## src/rtl/alu_sequencer_pkg.sv

```systemverilog
// Shared encodings for the WF8 control sequencer: opcodes, FSM states,
// ALU mode / flag indices and the decoder intent bundle.
package alu_sequencer_pkg;

  localparam int unsigned DEF_BIT_COUNT  = 8;
  localparam int unsigned DEF_IMM_WIDTH  = 4;
  localparam int unsigned OPC_WIDTH      = 4;
  localparam int unsigned REG_IDX_WIDTH  = 3;

  localparam int unsigned ALU_MODE_ADD      = 0;
  localparam int unsigned ALU_MODE_SHIFT    = 1;
  localparam int unsigned ALU_MODE_NOT      = 2;
  localparam int unsigned ALU_MODE_AND      = 3;
  localparam int unsigned ALU_MODE_OR       = 4;
  localparam int unsigned ALU_MODE_BYPASS_A = 5;
  localparam int unsigned ALU_MODE_BYPASS_B = 6;
  localparam int unsigned ALU_MODE_COUNT    = 7;

  localparam int unsigned ALU_FLAG_ZERO  = 0;
  localparam int unsigned ALU_FLAG_COUNT = 4;

  localparam logic [REG_IDX_WIDTH-1:0] REG_RESERVED = REG_IDX_WIDTH'(7);

  typedef enum logic [OPC_WIDTH-1:0] {
    OP_NOP  = 4'h0,
    OP_ADD  = 4'h1,
    OP_ADDI = 4'h2,
    OP_SH   = 4'h3,
    OP_SHI  = 4'h4,
    OP_NOT  = 4'h5,
    OP_AND  = 4'h6,
    OP_OR   = 4'h7,
    OP_LD   = 4'h8,
    OP_ST   = 4'h9,
    OP_LI   = 4'hA,
    OP_BZ   = 4'hB,
    OP_J    = 4'hC,
    OP_HALT = 4'hF
  } opcode_e;

  typedef enum logic [2:0] {
    ST_IDLE   = 3'd0,
    ST_FETCH  = 3'd1,
    ST_EXEC   = 3'd2,
    ST_BRANCH = 3'd3,
    ST_HALT   = 3'd4
  } state_e;

  typedef logic [ALU_MODE_COUNT-1:0] alu_mode_t;

  // Decoder intents; the FSM qualifies every enable with its state.
  typedef struct packed {
    alu_mode_t alu_mode;
    logic      b_sel;
    logic      rf_we;
    logic      acc_we;
    logic      is_bz;
    logic      is_j;
    logic      is_halt;
    logic      illegal;
  } dec_t;

  function automatic alu_mode_t alu_onehot(input int unsigned idx);
    return ALU_MODE_COUNT'(1) << idx;
  endfunction

endpackage

```

## src/rtl/alu_sequencer_insn_decoder.sv

```systemverilog
// Purely combinational instruction decode: ir -> ALU mode, operand select,
// extended immediates and write-enable intents.
module alu_sequencer_insn_decoder
  import alu_sequencer_pkg::*;
#(
  parameter int unsigned BIT_COUNT = DEF_BIT_COUNT,
  parameter int unsigned IMM_WIDTH = DEF_IMM_WIDTH
) (
  input  logic [BIT_COUNT-1:0]     ir_i,
  output dec_t                     dec_o,
  output logic [BIT_COUNT-1:0]     imm_ext_o,
  output logic [BIT_COUNT-1:0]     imm_sext_o,
  output logic [REG_IDX_WIDTH-1:0] reg_idx_o
);

  localparam int unsigned EXT_WIDTH = BIT_COUNT - IMM_WIDTH;

  logic [OPC_WIDTH-1:0] opc;
  logic [IMM_WIDTH-1:0] imm;
  logic [BIT_COUNT-1:0] imm_zext;
  logic [BIT_COUNT-1:0] imm_sext;

  assign opc        = ir_i[BIT_COUNT-1 -: OPC_WIDTH];
  assign imm        = ir_i[IMM_WIDTH-1:0];
  assign imm_zext   = BIT_COUNT'(imm);
  assign imm_sext   = {{EXT_WIDTH{imm[IMM_WIDTH-1]}}, imm};
  assign imm_sext_o = imm_sext;
  assign reg_idx_o  = ir_i[REG_IDX_WIDTH-1:0];

  // Operand A is always the accumulator in EXEC; only b_sel varies.
  always_comb begin
    dec_o     = '0;
    imm_ext_o = '0;
    case (opc)
      OP_NOP: ;
      OP_ADD: begin
        dec_o.alu_mode = alu_onehot(ALU_MODE_ADD);
        dec_o.acc_we   = 1'b1;
      end
      OP_ADDI: begin
        dec_o.alu_mode = alu_onehot(ALU_MODE_ADD);
        dec_o.b_sel    = 1'b1;
        imm_ext_o      = imm_zext;
        dec_o.acc_we   = 1'b1;
      end
      OP_SH: begin
        dec_o.alu_mode = alu_onehot(ALU_MODE_SHIFT);
        dec_o.acc_we   = 1'b1;
      end
      OP_SHI: begin
        dec_o.alu_mode = alu_onehot(ALU_MODE_SHIFT);
        dec_o.b_sel    = 1'b1;
        imm_ext_o      = imm_sext;
        dec_o.acc_we   = 1'b1;
      end
      OP_NOT: begin
        dec_o.alu_mode = alu_onehot(ALU_MODE_NOT);
        dec_o.acc_we   = 1'b1;
      end
      OP_AND: begin
        dec_o.alu_mode = alu_onehot(ALU_MODE_AND);
        dec_o.acc_we   = 1'b1;
      end
      OP_OR: begin
        dec_o.alu_mode = alu_onehot(ALU_MODE_OR);
        dec_o.acc_we   = 1'b1;
      end
      OP_LD: begin
        dec_o.alu_mode = alu_onehot(ALU_MODE_BYPASS_B);
        dec_o.acc_we   = 1'b1;
      end
      OP_ST: begin
        dec_o.alu_mode = alu_onehot(ALU_MODE_BYPASS_A);
        // x7 is reserved: the store is dropped and flagged.
        if (reg_idx_o == REG_RESERVED) begin
          dec_o.illegal = 1'b1;
        end else begin
          dec_o.rf_we = 1'b1;
        end
      end
      OP_LI: begin
        dec_o.alu_mode = alu_onehot(ALU_MODE_BYPASS_B);
        dec_o.b_sel    = 1'b1;
        imm_ext_o      = imm_zext;
        dec_o.acc_we   = 1'b1;
      end
      OP_BZ: begin
        dec_o.alu_mode = alu_onehot(ALU_MODE_BYPASS_A);
        dec_o.is_bz    = 1'b1;
      end
      OP_J:    dec_o.is_j    = 1'b1;
      OP_HALT: dec_o.is_halt = 1'b1;
      default: dec_o.illegal = 1'b1;
    endcase
  end

endmodule

```

## src/rtl/alu_sequencer.sv

```systemverilog
// WF8 multi-cycle control FSM: fetch over a req/ack handshake, one EXEC
// cycle per instruction, and an extra BRANCH cycle for taken BZ / J.
module alu_sequencer
  import alu_sequencer_pkg::*;
#(
  parameter int unsigned BIT_COUNT = DEF_BIT_COUNT,
  parameter int unsigned IMM_WIDTH = DEF_IMM_WIDTH
) (
  input  logic                      clk,
  input  logic                      rst_n,
  input  logic                      start,
  output logic                      imem_req,
  input  logic                      imem_ack,
  input  logic [BIT_COUNT-1:0]      imem_data,
  input  logic [ALU_FLAG_COUNT-1:0] alu_flags,
  output logic [ALU_MODE_COUNT-1:0] alu_mode,
  output logic                      alu_a_sel,
  output logic                      alu_b_sel,
  output logic [BIT_COUNT-1:0]      imm_ext,
  output logic [REG_IDX_WIDTH-1:0]  rf_raddr,
  output logic [REG_IDX_WIDTH-1:0]  rf_waddr,
  output logic                      rf_we,
  output logic                      acc_we,
  output logic                      pc_inc,
  output logic                      pc_we,
  output logic                      busy,
  output logic                      halted,
  output logic                      illegal
);

  state_e                     state_q, state_d;
  logic [BIT_COUNT-1:0]       ir_q, ir_d;
  dec_t                       dec;
  logic [BIT_COUNT-1:0]       dec_imm_ext;
  logic [BIT_COUNT-1:0]       dec_imm_sext;
  logic [REG_IDX_WIDTH-1:0]   dec_reg_idx;
  logic                       unused_flags;

  // Only the zero flag steers control flow.
  assign unused_flags = ^alu_flags;

  alu_sequencer_insn_decoder #(
    .BIT_COUNT (BIT_COUNT),
    .IMM_WIDTH (IMM_WIDTH)
  ) u_decoder (
    .ir_i       (ir_q),
    .dec_o      (dec),
    .imm_ext_o  (dec_imm_ext),
    .imm_sext_o (dec_imm_sext),
    .reg_idx_o  (dec_reg_idx)
  );

  always_ff @(posedge clk or negedge rst_n) begin
    if (!rst_n) begin
      state_q <= ST_IDLE;
      ir_q    <= '0;
    end else begin
      state_q <= state_d;
      ir_q    <= ir_d;
    end
  end

  // Outputs decode from the registered state, so reset clears them at once.
  always_comb begin
    state_d   = state_q;
    ir_d      = ir_q;
    imem_req  = 1'b0;
    alu_mode  = '0;
    alu_a_sel = 1'b0;
    alu_b_sel = 1'b0;
    imm_ext   = '0;
    rf_raddr  = '0;
    rf_waddr  = '0;
    rf_we     = 1'b0;
    acc_we    = 1'b0;
    pc_inc    = 1'b0;
    pc_we     = 1'b0;
    busy      = 1'b0;
    halted    = 1'b0;
    illegal   = 1'b0;

    case (state_q)
      ST_IDLE: begin
        if (start) begin
          state_d = ST_FETCH;
        end
      end

      ST_FETCH: begin
        busy     = 1'b1;
        imem_req = 1'b1;
        if (imem_ack) begin
          ir_d    = imem_data;
          state_d = ST_EXEC;
        end
      end

      ST_EXEC: begin
        busy      = 1'b1;
        alu_mode  = dec.alu_mode;
        alu_b_sel = dec.b_sel;
        imm_ext   = dec_imm_ext;
        rf_raddr  = dec_reg_idx;
        rf_waddr  = dec_reg_idx;
        rf_we     = dec.rf_we;
        acc_we    = dec.acc_we;
        illegal   = dec.illegal;
        pc_inc    = 1'b1;
        state_d   = ST_FETCH;
        // PC is held on redirects so BRANCH adds to the branch's own address.
        if (dec.is_halt) begin
          pc_inc  = 1'b0;
          state_d = ST_HALT;
        end else if (dec.is_j || (dec.is_bz && alu_flags[ALU_FLAG_ZERO])) begin
          pc_inc  = 1'b0;
          state_d = ST_BRANCH;
        end
      end

      ST_BRANCH: begin
        busy      = 1'b1;
        alu_mode  = alu_onehot(ALU_MODE_ADD);
        alu_a_sel = 1'b1;
        alu_b_sel = 1'b1;
        imm_ext   = dec_imm_sext;
        pc_we     = 1'b1;
        state_d   = ST_FETCH;
      end

      ST_HALT: begin
        halted = 1'b1;
      end

      default: begin
        state_d = ST_IDLE;
      end
    endcase
  end

endmodule

```

## config.mk

```make
export PLATFORM = sky130hd
export DESIGN_NAME = alu_sequencer
export DESIGN_NICKNAME = d
export VERILOG_FILES = /design/src/rtl/alu_sequencer_pkg.sv /design/src/rtl/alu_sequencer_insn_decoder.sv /design/src/rtl/alu_sequencer.sv
export SDC_FILE = /design/constraint.sdc
export NUM_CORES = 1
export LEC_CHECK = 0
export ABC_AREA = 1
export CORE_UTILIZATION = 40
export CTS_CLUSTER_DIAMETER = 200
export DETAILED_ROUTE_END_ITERATION = 6
export HOLD_SLACK_MARGIN = 0.06
export PLACE_DENSITY_LB_ADDON = 0.12
export SYNTH_ARGS = -nofsm -noshare
export SYNTH_HDL_FRONTEND = slang
export SYNTH_SLANG_ARGS = --single-unit
```

## constraint.sdc

```tcl
create_clock -name clk -period 3.2 [get_ports clk]
set_input_delay 0.64 -clock clk [delete_from_list [all_inputs] [get_ports clk]]
set_output_delay 0.64 -clock clk [all_outputs]
set_load 0.03 [all_outputs]
```

Word level (Yosys, flattened, before mapping)
Index checks and enable logic that the tools add are counted.

Equal/unequal tests: 20. Muxes and demuxes: 30. Bitwise logic cells: 1. Reductions and logical operators: 15.

Operators with widths (count): $pmux 7 s7 (1); $pmux 8 s2 (2); $eq 4x4->1 const B (6); $mux 1 (18); $eq 4x3->1 const B (4); $pmux 3 s5 (1); $pmux 7 s2 (1); $reduce_or 13->1 (1); $mux 3 (4); $reduce_or 2->1 (5); $reduce_or 9->1 (1); $eq 4x2->1 const B (2); $eq 3x2->1 const B (2); $eq 3x3->1 const B (2); $reduce_or 3->1 (2); $eq 4x1->1 const B (1); $logic_not 4->1 (1); $ne 2x2->1 const B (2); $pmux 1 s2 (2); $eq 3x1->1 const B (1); $logic_not 3->1 (1); $reduce_and 3->1 (1); $mux 2 (1); $reduce_and 2->1 (1); 3 further kinds (3).

Register bits: 11. Bits of input ports: 16. Output and inout bits: 31. Logic and storage cells: 68.

Logic depth before layout (Yosys ltp)
Gate-level depths: netlist of run 1.

Word-level depth: 7. Gate-level depth with buffers: 9. Mapped depth without buffers: 9.

By module
From an unflattened synthesis of run 1, not the netlist that was laid out.

Cell total of the unflattened synthesis: 204. Area total of the unflattened synthesis: 1147.4 µm².

Modules (own cells, without submodules): alu_sequencer (instances 1, cells each 134, area each 793.3 µm², sequential area each 275.3 µm²); alu_sequencer_insn_decoder (instances 1, cells each 70, area each 354.1 µm², sequential area each 0.0 µm²).

Worst setup path after synthesis of run 1
OpenSTA, ideal clock, no wires.

Path kind: register to output. From: reg state_q[2]. To: out acc_we. Arrival time: 1532 ps. Data required time: 2560 ps. Slack: 1028 ps. Cell stages (with the launch flop): 6. Path buffers: 0. Path through: dfrtp_1 inv_2 nand2_1 nor2_2 inv_2 a211oi_1.

Longest elaborated chain between the ends: 2.

Ends and longest elaborated chain: start, declared (line alu_sequencer.sv:31) `state_e state_q, state_d;`; start signal, assigned (line alu_sequencer.sv:58) `state_q <= state_d;`; $eq 3x2->1 (line alu_sequencer.sv:82) `case (state_q)`; $mux 1 (line alu_sequencer.sv:82); end, declared (line alu_sequencer.sv:23) `output logic acc_we,`.

Every way passes these cells.

Final worst setup path of run 1
Ends and elaborated chain as after synthesis.

==> results of run 1 <==
-- synth_stat cells --
cell | instances | area share [%]
nor2_2 | 2 | 1.6
or2_2 | 1 | 0.78
nand2_1 | 22 | 10
nor2_1 | 28 | 13
a21oi_2 | 8 | 8.8
a21oi_1 | 3 | 1.9
buf_6 | 1 | 1.4
nand2_2 | 1 | 0.78
and3_1 | 1 | 0.78
nor3_1 | 3 | 1.9
o22ai_1 | 1 | 0.78
nand4_1 | 1 | 0.78
dfrtp_1 | 11 | 34
a211oi_1 | 1 | 0.94
inv_2 | 3 | 1.4
buf_4 | 7 | 6.6
nand3_2 | 1 | 1.3
o21ai_1 | 1 | 0.62
inv_1 | 17 | 8.0
o21a_1 | 1 | 0.94
nand3_1 | 5 | 3.1
-- final cells by class --
type	count	area, um^2	area share [%]
multi-input cells	80	387	31.6
inverters	20	75.1	6.13
flip-flops and latches	11	275	22.5
clock buffers	4	26.3	2.15
repair buffers	43	430	35.1
well taps	25	31.3	2.55
-- cells in the final DEF, fill, tap and decap left out, drive strengths merged --
cell | Yosys | layout
a211oi | 1 | 1
a21oi | 11 | 11
and3 | 1 | 1
clkbuf | 0 | 4
clkdlybuf4s50 | 0 | 43
dfrtp | 11 | 11
inv | 20 | 20
nand2 | 23 | 23
nand3 | 6 | 6
nand4 | 1 | 1
nor2 | 30 | 30
nor3 | 3 | 3
o21a | 1 | 1
o21ai | 1 | 1
o22ai | 1 | 1
or2 | 1 | 1
-- logic make-up (layout without fill, tap and decap cells) --
group	after synthesis	count (layout)	synth area share (%)
flops	11	11	34.4
simple gates	65	65	34.4
buf+inv	28	67	17.3
compound gates	15	15	13.9
-- worst max-delay path, delay by kind of cell, from the launching register on --
kind | cells | cell delay (ps)
DFF | 1 | 390
AOI/OAI and AO/OA | 1 | 230
buffers and inverters | 3 | 960
and+or+nand+nor | 2 | 290
-- layer usage --
layer / GRT usage, % / share of wire, %
met4: 10.3 / 1.7
met3: 4.62 / 4.3
met1: 25.1 / 43
met5: 0 / 0
met2: 39.4 / 51
-- per-stage QoR --
stage | instance area, um^2 | total power, uW | cells | utilization (%) | worst slack [ps]
final | 1220 | 1150 | 183 | 68.0 | 399
after global routing | 1220 | 1240 | 183 | 68.0 | 248
after CTS | 1220 | 1160 | 183 | 68.0 | 420
after detailed placement | 1200 | 1050 | 179 | 66.5 | 605
after global placement | 1200 | 1030 | 179 | 66.5 | 612
after floorplan | 801 | 815 | 119 | - | 1030
-- sequential cells by signal, indices dropped and copies added, names as in the netlist --
register  count
ir_q          8
state_q       3
-- power by group through the flow --
stage               registers, uW  clock network [uW]  logic (uW)
finish                        260                99.3         791
global route                  269                 112         860
CTS                           259                 100         798
detailed placement            261                   0         792
global placement              260                   0         769
floorplan                     248                   0         567
-- path summary, 6_finish.rpt --
path / start / to / slack, ps / cells after the start
hold reg to reg: ir_q[3] / ir_q[3] / 550 / 2
min in group asynchronous: rst_n / state_q[1] / 700 / 1
max in group asynchronous: rst_n / ir_q[5] / 2160 / 1
setup / recovery: state_q[2] / acc_we / 400 / 6
setup reg to reg: state_q[2] / ir_q[3] / 1890 / 6
hold / removal: ir_q[3] / ir_q[3] / 550 / 2
==> results.yml, run 1 <==
die:
  area_enclosed_by_the_die_boundary_um2: 2180
  chipWidth_um: 46.7
  design.portCount: 47
  placeableCoreArea_um2: 1800
  num_rows: 15
  die_height_um: 46.7
  floorplan.initialDensity_pct: 44.4
synth:
  post_syn_area_um2: 801
  synth_nets: 135
  seq_area_frac_synth_pct: 34.4
  synth.avg_cell_area_um2: 6.73
  synth_seq_cells: 11
  ys_types: 21
  yosys_warnings: 0
  syn_inst: 119
power_and_ir_drop:
  power_density_nw_per_um2: 939
  maximum_resistive_drop_on_vdd_mv: 0.466
  switching_share_pct: 53.1
  net-switching-power_uw: 611
  fraction_of_power_consumed_by_combinational_cells_pct: 68.8
  clock_power_share_pct: 8.6
  power_frac_seq_pct: 22.6
  leakage_power_of_the_design_uw: 0.000585
  internal_power_uw: 539
cts:
  cts.sink_count: 11
  clockBufferDepth: 2
  cts.htree.levels: 1
  tritoncts: "done"
  clk_transition_reported_paths_ps: 70
  cts_setup_buffers: 0
  cts.root.buffer_cell: "clkbuf_4"
  count_of_hold_fix_buffers_inserted_at_cts: 0
  cts_bufs_inserted: 3
  ctsResizeCount: 0
  clk-insertion-delay-late_ps: 280
timing:
  skew_ps: 1.24
  period_minus_slack_ps: 2800
  timing_hold_violations_final: 0
  finalSetupTns_ps: 0
  final.period_utilization_pct: 87.5
  timing.hold.ws_ps: 547
  relSlewSlack_pct: 65.8
  grt_setup_unrepaired: "no"
  timing.final.setup_violations: 0
  worstMarginPinSlew_ps: 512
  timing.fmax_ghz: 0.357
  timing.final.max_slew_violations: 0
critical_path:
  worst_setup_path_end_kind: "output pin"
  cp_slowest_stage_delay_ps: 720
  worstPathCellList: "inv_2, nand2_1, nor2_2, inv_2, a211oi_1, clkdlybuf4s50_1"
  crit_top_cell: "inv_2"
  crit_arrival_ps: 2160
  timing_worst_setup_path_type: "register to output pin"
  critPathSlowestCell: "clkdlybuf4s50_1"
  start_kind: "register"
  path_max_fanout: 9
  required_time_of_the_worst_setup_path_ps: 2560
route:
  routed-via-count: 883
  detail_route.wirelength_um: 2130
  avgRoutedWirePerCell_um: 11.7
  drc: 0
  ant_nets: 0
  drt_pre_antenna_iters: 4
  drt_iter0_drc: 8
  vias_per_cell: 4.83
global_route:
  antenna_found_initial: 0
  global_route.usage.total_pct: 22.1
  grt_pass1_wl_um: 3320
  grt_remaining_overflow: 0
  grt_pass1_vias: 784
  grt_start_max_net_pins: 17
placed_design:
  hpwl_um: 1680
  gp_congestion: 0.822
  buffers_added_on_ports: 43
cells_and_area:
  drive_above_1_share_pct: 12.0
  area_growth_pct: 53.0
  antenna_cells_inserted: 0
  finish.net_count: 175
  fill_cells: 174
run_status:
  outcome: "finished, final reports clean"
worst_hold_path:
  min-delay-path-class: "register to register"
flow_run:
  maxCapViolCount: 0
No activity file was read; power rests on OpenSTA's default activity.
==> run 2: changes to the inputs <==
--- a/config.mk
+++ b/config.mk
@@ -7,5 +7,7 @@
 export LEC_CHECK = 0
 export ABC_AREA = 1
-export CORE_UTILIZATION = 40
+export CAP_MARGIN = 20
+export CORE_ASPECT_RATIO = 0.6
+export CORE_UTILIZATION = 30
 export CTS_CLUSTER_DIAMETER = 200
 export DETAILED_ROUTE_END_ITERATION = 6
==> constraint.sdc (replaced) <==
create_clock -name clk -period 3.2 [get_ports clk]
set_input_delay 0.96 -clock clk [delete_from_list [all_inputs] [get_ports clk]]
set_output_delay 0.96 -clock clk [all_outputs]
set_load 0.03 [all_outputs]
==> run 2 against run 1 <==
Cell area grew 2.0%. Non-clock buffer count did not move. Power grew 3.4%. Global-route usage is 6.0 points lower. Worst setup slack worse by 250 ps. Combinational power about the same. Sequential share of layout area shrank 0.45 points. Clock skew hardly changed. Core utilization decreased by 18 points. Clock power is 41% higher. Critical path depth unchanged. Fmax down 8.3%.
==> results.yml, run 2 (synthesized netlist as in run 1, its figures left out) <==
critical_path:
  r2r-end: "ir_q[4]"
  required_time_of_the_worst_setup_path_ps: 2240
  critPathSlowestCell: "clkdlybuf4s50_1"
  worstPathBufferInverterCount: 3
  crit_top_cell: "inv_2"
  path_max_fanout: 9
  worst_setup_path_end_kind: "output pin"
  worstPathCellList: "inv_2, nand2_1, nor2_2, inv_2, a211oi_1, clkdlybuf4s50_1"
  cp_slowest_stage_delay_ps: 710
  timing_worst_setup_path_type: "register to output pin"
  critical-path-top-delay-family: "buffers and inverters"
  crit_arrival_ps: 2100
  reg2reg_slack_ps: 1880
  worst_r2r_path_depth: 6
  r2r_start: "state_q[2]"
  start_kind: "register"
power_and_ir_drop:
  switching_share_pct: 51.4
  maximum_resistive_drop_on_vdd_mv: 0.363
  internal_power_uw: 577
  fraction_of_power_consumed_by_combinational_cells_pct: 66.3
  clock_power_share_pct: 11.8
  power_density_nw_per_um2: 951
  power_frac_seq_pct: 21.9
  leakage_power_of_the_design_uw: 0.000595
  net-switching-power_uw: 611
die:
  placeableCoreArea_um2: 2520
  design.portCount: 47
  floorplan.initialDensity_pct: 31.7
  num_rows: 14
  die_height_um: 42.0
  chipWidth_um: 68.7
  area_enclosed_by_the_die_boundary_um2: 2890
timing:
  timing.final.max_slew_violations: 0
  final.period_utilization_pct: 95.5
  timing.final.setup_violations: 0
  timing_hold_violations_final: 0
  timing.fmax_ghz: 0.327
  grt_setup_unrepaired: "no"
  worstMarginPinSlew_ps: 513
  layout_setup_ws_ps: 145
  skew_ps: 0.823
  relSlewSlack_pct: 65.7
  period_minus_slack_ps: 3060
  finalSetupTns_ps: 0
cells_and_area:
  final_cell_mix: "clkdlybuf4s50_1 (42), nor2_1 (28), nand2_1 (22), inv_1 (17), dfrtp_1 (11)"
  final_core_utilization_pct: 49.6
  finish.net_count: 175
  reg_top3: "ir_q x8, state_q x3"
  antenna_cells_inserted: 0
  largest_register: "ir_q"
  ff_latch_area_um2: 275
  fill_cells: 257
  drive_above_1_share_pct: 12.7
  layout.cells.most_common: "clkdlybuf4s50_1"
  largest_register_ffs: 8
  multiInputGateArea_um2: 387
  design_area_um2: 1250
  layoutNonFillerInstCount: 190
  area_growth_pct: 56.1
placed_design:
  dpl-instance-area_um2: 1200
  post-place-ws_ps: 383
  buffers_added_on_ports: 43
  post-place-cells: 186
  gp_congestion: 0.856
  hpwl_um: 1690
cts:
  tritoncts: "done"
  cts.sink_count: 11
  ctsResizeCount: 0
  cts.htree.levels: 1
  clk_transition_reported_paths_ps: 50
  cts.root.buffer_cell: "clkbuf_8"
  count_of_hold_fix_buffers_inserted_at_cts: 0
  clk-insertion-delay-late_ps: 240
  cts_bufs_inserted: 3
  clockBufferDepth: 2
  cts_setup_buffers: 0
global_route:
  grt_start_max_net_pins: 17
  antenna_found_initial: 0
  grt_pass1_wl_um: 3300
  global_route.usage.total_pct: 16.1
  grt_remaining_overflow: 0
  grt_pass1_vias: 712
route:
  ant_nets: 0
  routed-via-count: 827
  avgRoutedWirePerCell_um: 10.8
  drt_iter0_drc: 56
  detail_route.wirelength_um: 2050
  drt_pre_antenna_iters: 4
  vias_per_cell: 4.35
  drc: 0
worst_hold_path:
  min_delay_worst_endpoint: "ir_q[3]"
  min-delay-start: "ir_q[3]"
  min-delay-path-class: "register to register"
  hold-path-cell-count: 2
flow_run:
  maxCapViolCount: 0
run_status:
  outcome: "finished, final reports clean"
## run 2: layout make-up
| class | instances | area share (%) |
|---|---|---|
| multi-input cells | 80 | 30.9 |
| clock buffers | 4 | 3.60 |
| well taps | 32 | 3.20 |
| repair buffers | 43 | 34.2 |
| inverters | 20 | 6.01 |
| flip-flops and latches | 11 | 22.0 |
## run 2: worst max-delay path by stage
stage	cells after the start	endpoint	start	slack (ps)
floorplan	5	acc_we	state_q[2]	710
global placement	6	acc_we	state_q[2]	410
detailed placement	6	acc_we	state_q[2]	380
CTS	6	acc_we	state_q[2]	120
global route	6	acc_we	state_q[2]	30
finish	6	acc_we	state_q[2]	140
## run 2: per-layer routing
metal  wire length [um]  GRT usage [%]  up-vias  part of all wire [%]
li1                   -              -      442                     -
met1               1080           23.5      362                    53
met2                858           22.4       21                    42
met3                101           6.52        2                   4.9
met4                  8           2.45        0                  0.39
met5                  0              0        -                     0
## run 2: power by group through the flow
stage / Clock, uW / Combinational (uW) / Sequential [uW]
2_1_floorplan: 0 / 567 / 248
3_5_place_dp: 0 / 789 / 261
3_3_place_gp: 0 / 781 / 262
5_1_grt: 155 / 863 / 268
4_1_cts: 144 / 790 / 261
6_report: 140 / 788 / 261
## run 2: metrics by stage
step | hold slack (ps) | power, uW
floorplan | 497 | 815
global route | 586 | 1290
CTS | 550 | 1190
finish | 548 | 1190
global placement | 524 | 1040
detailed placement | 523 | 1050
## run 2: tightest hold or removal path: stages, from the launching register on
cell and delay, ps:
dfrtp_1 340, inv_1 60, a21oi_2 110
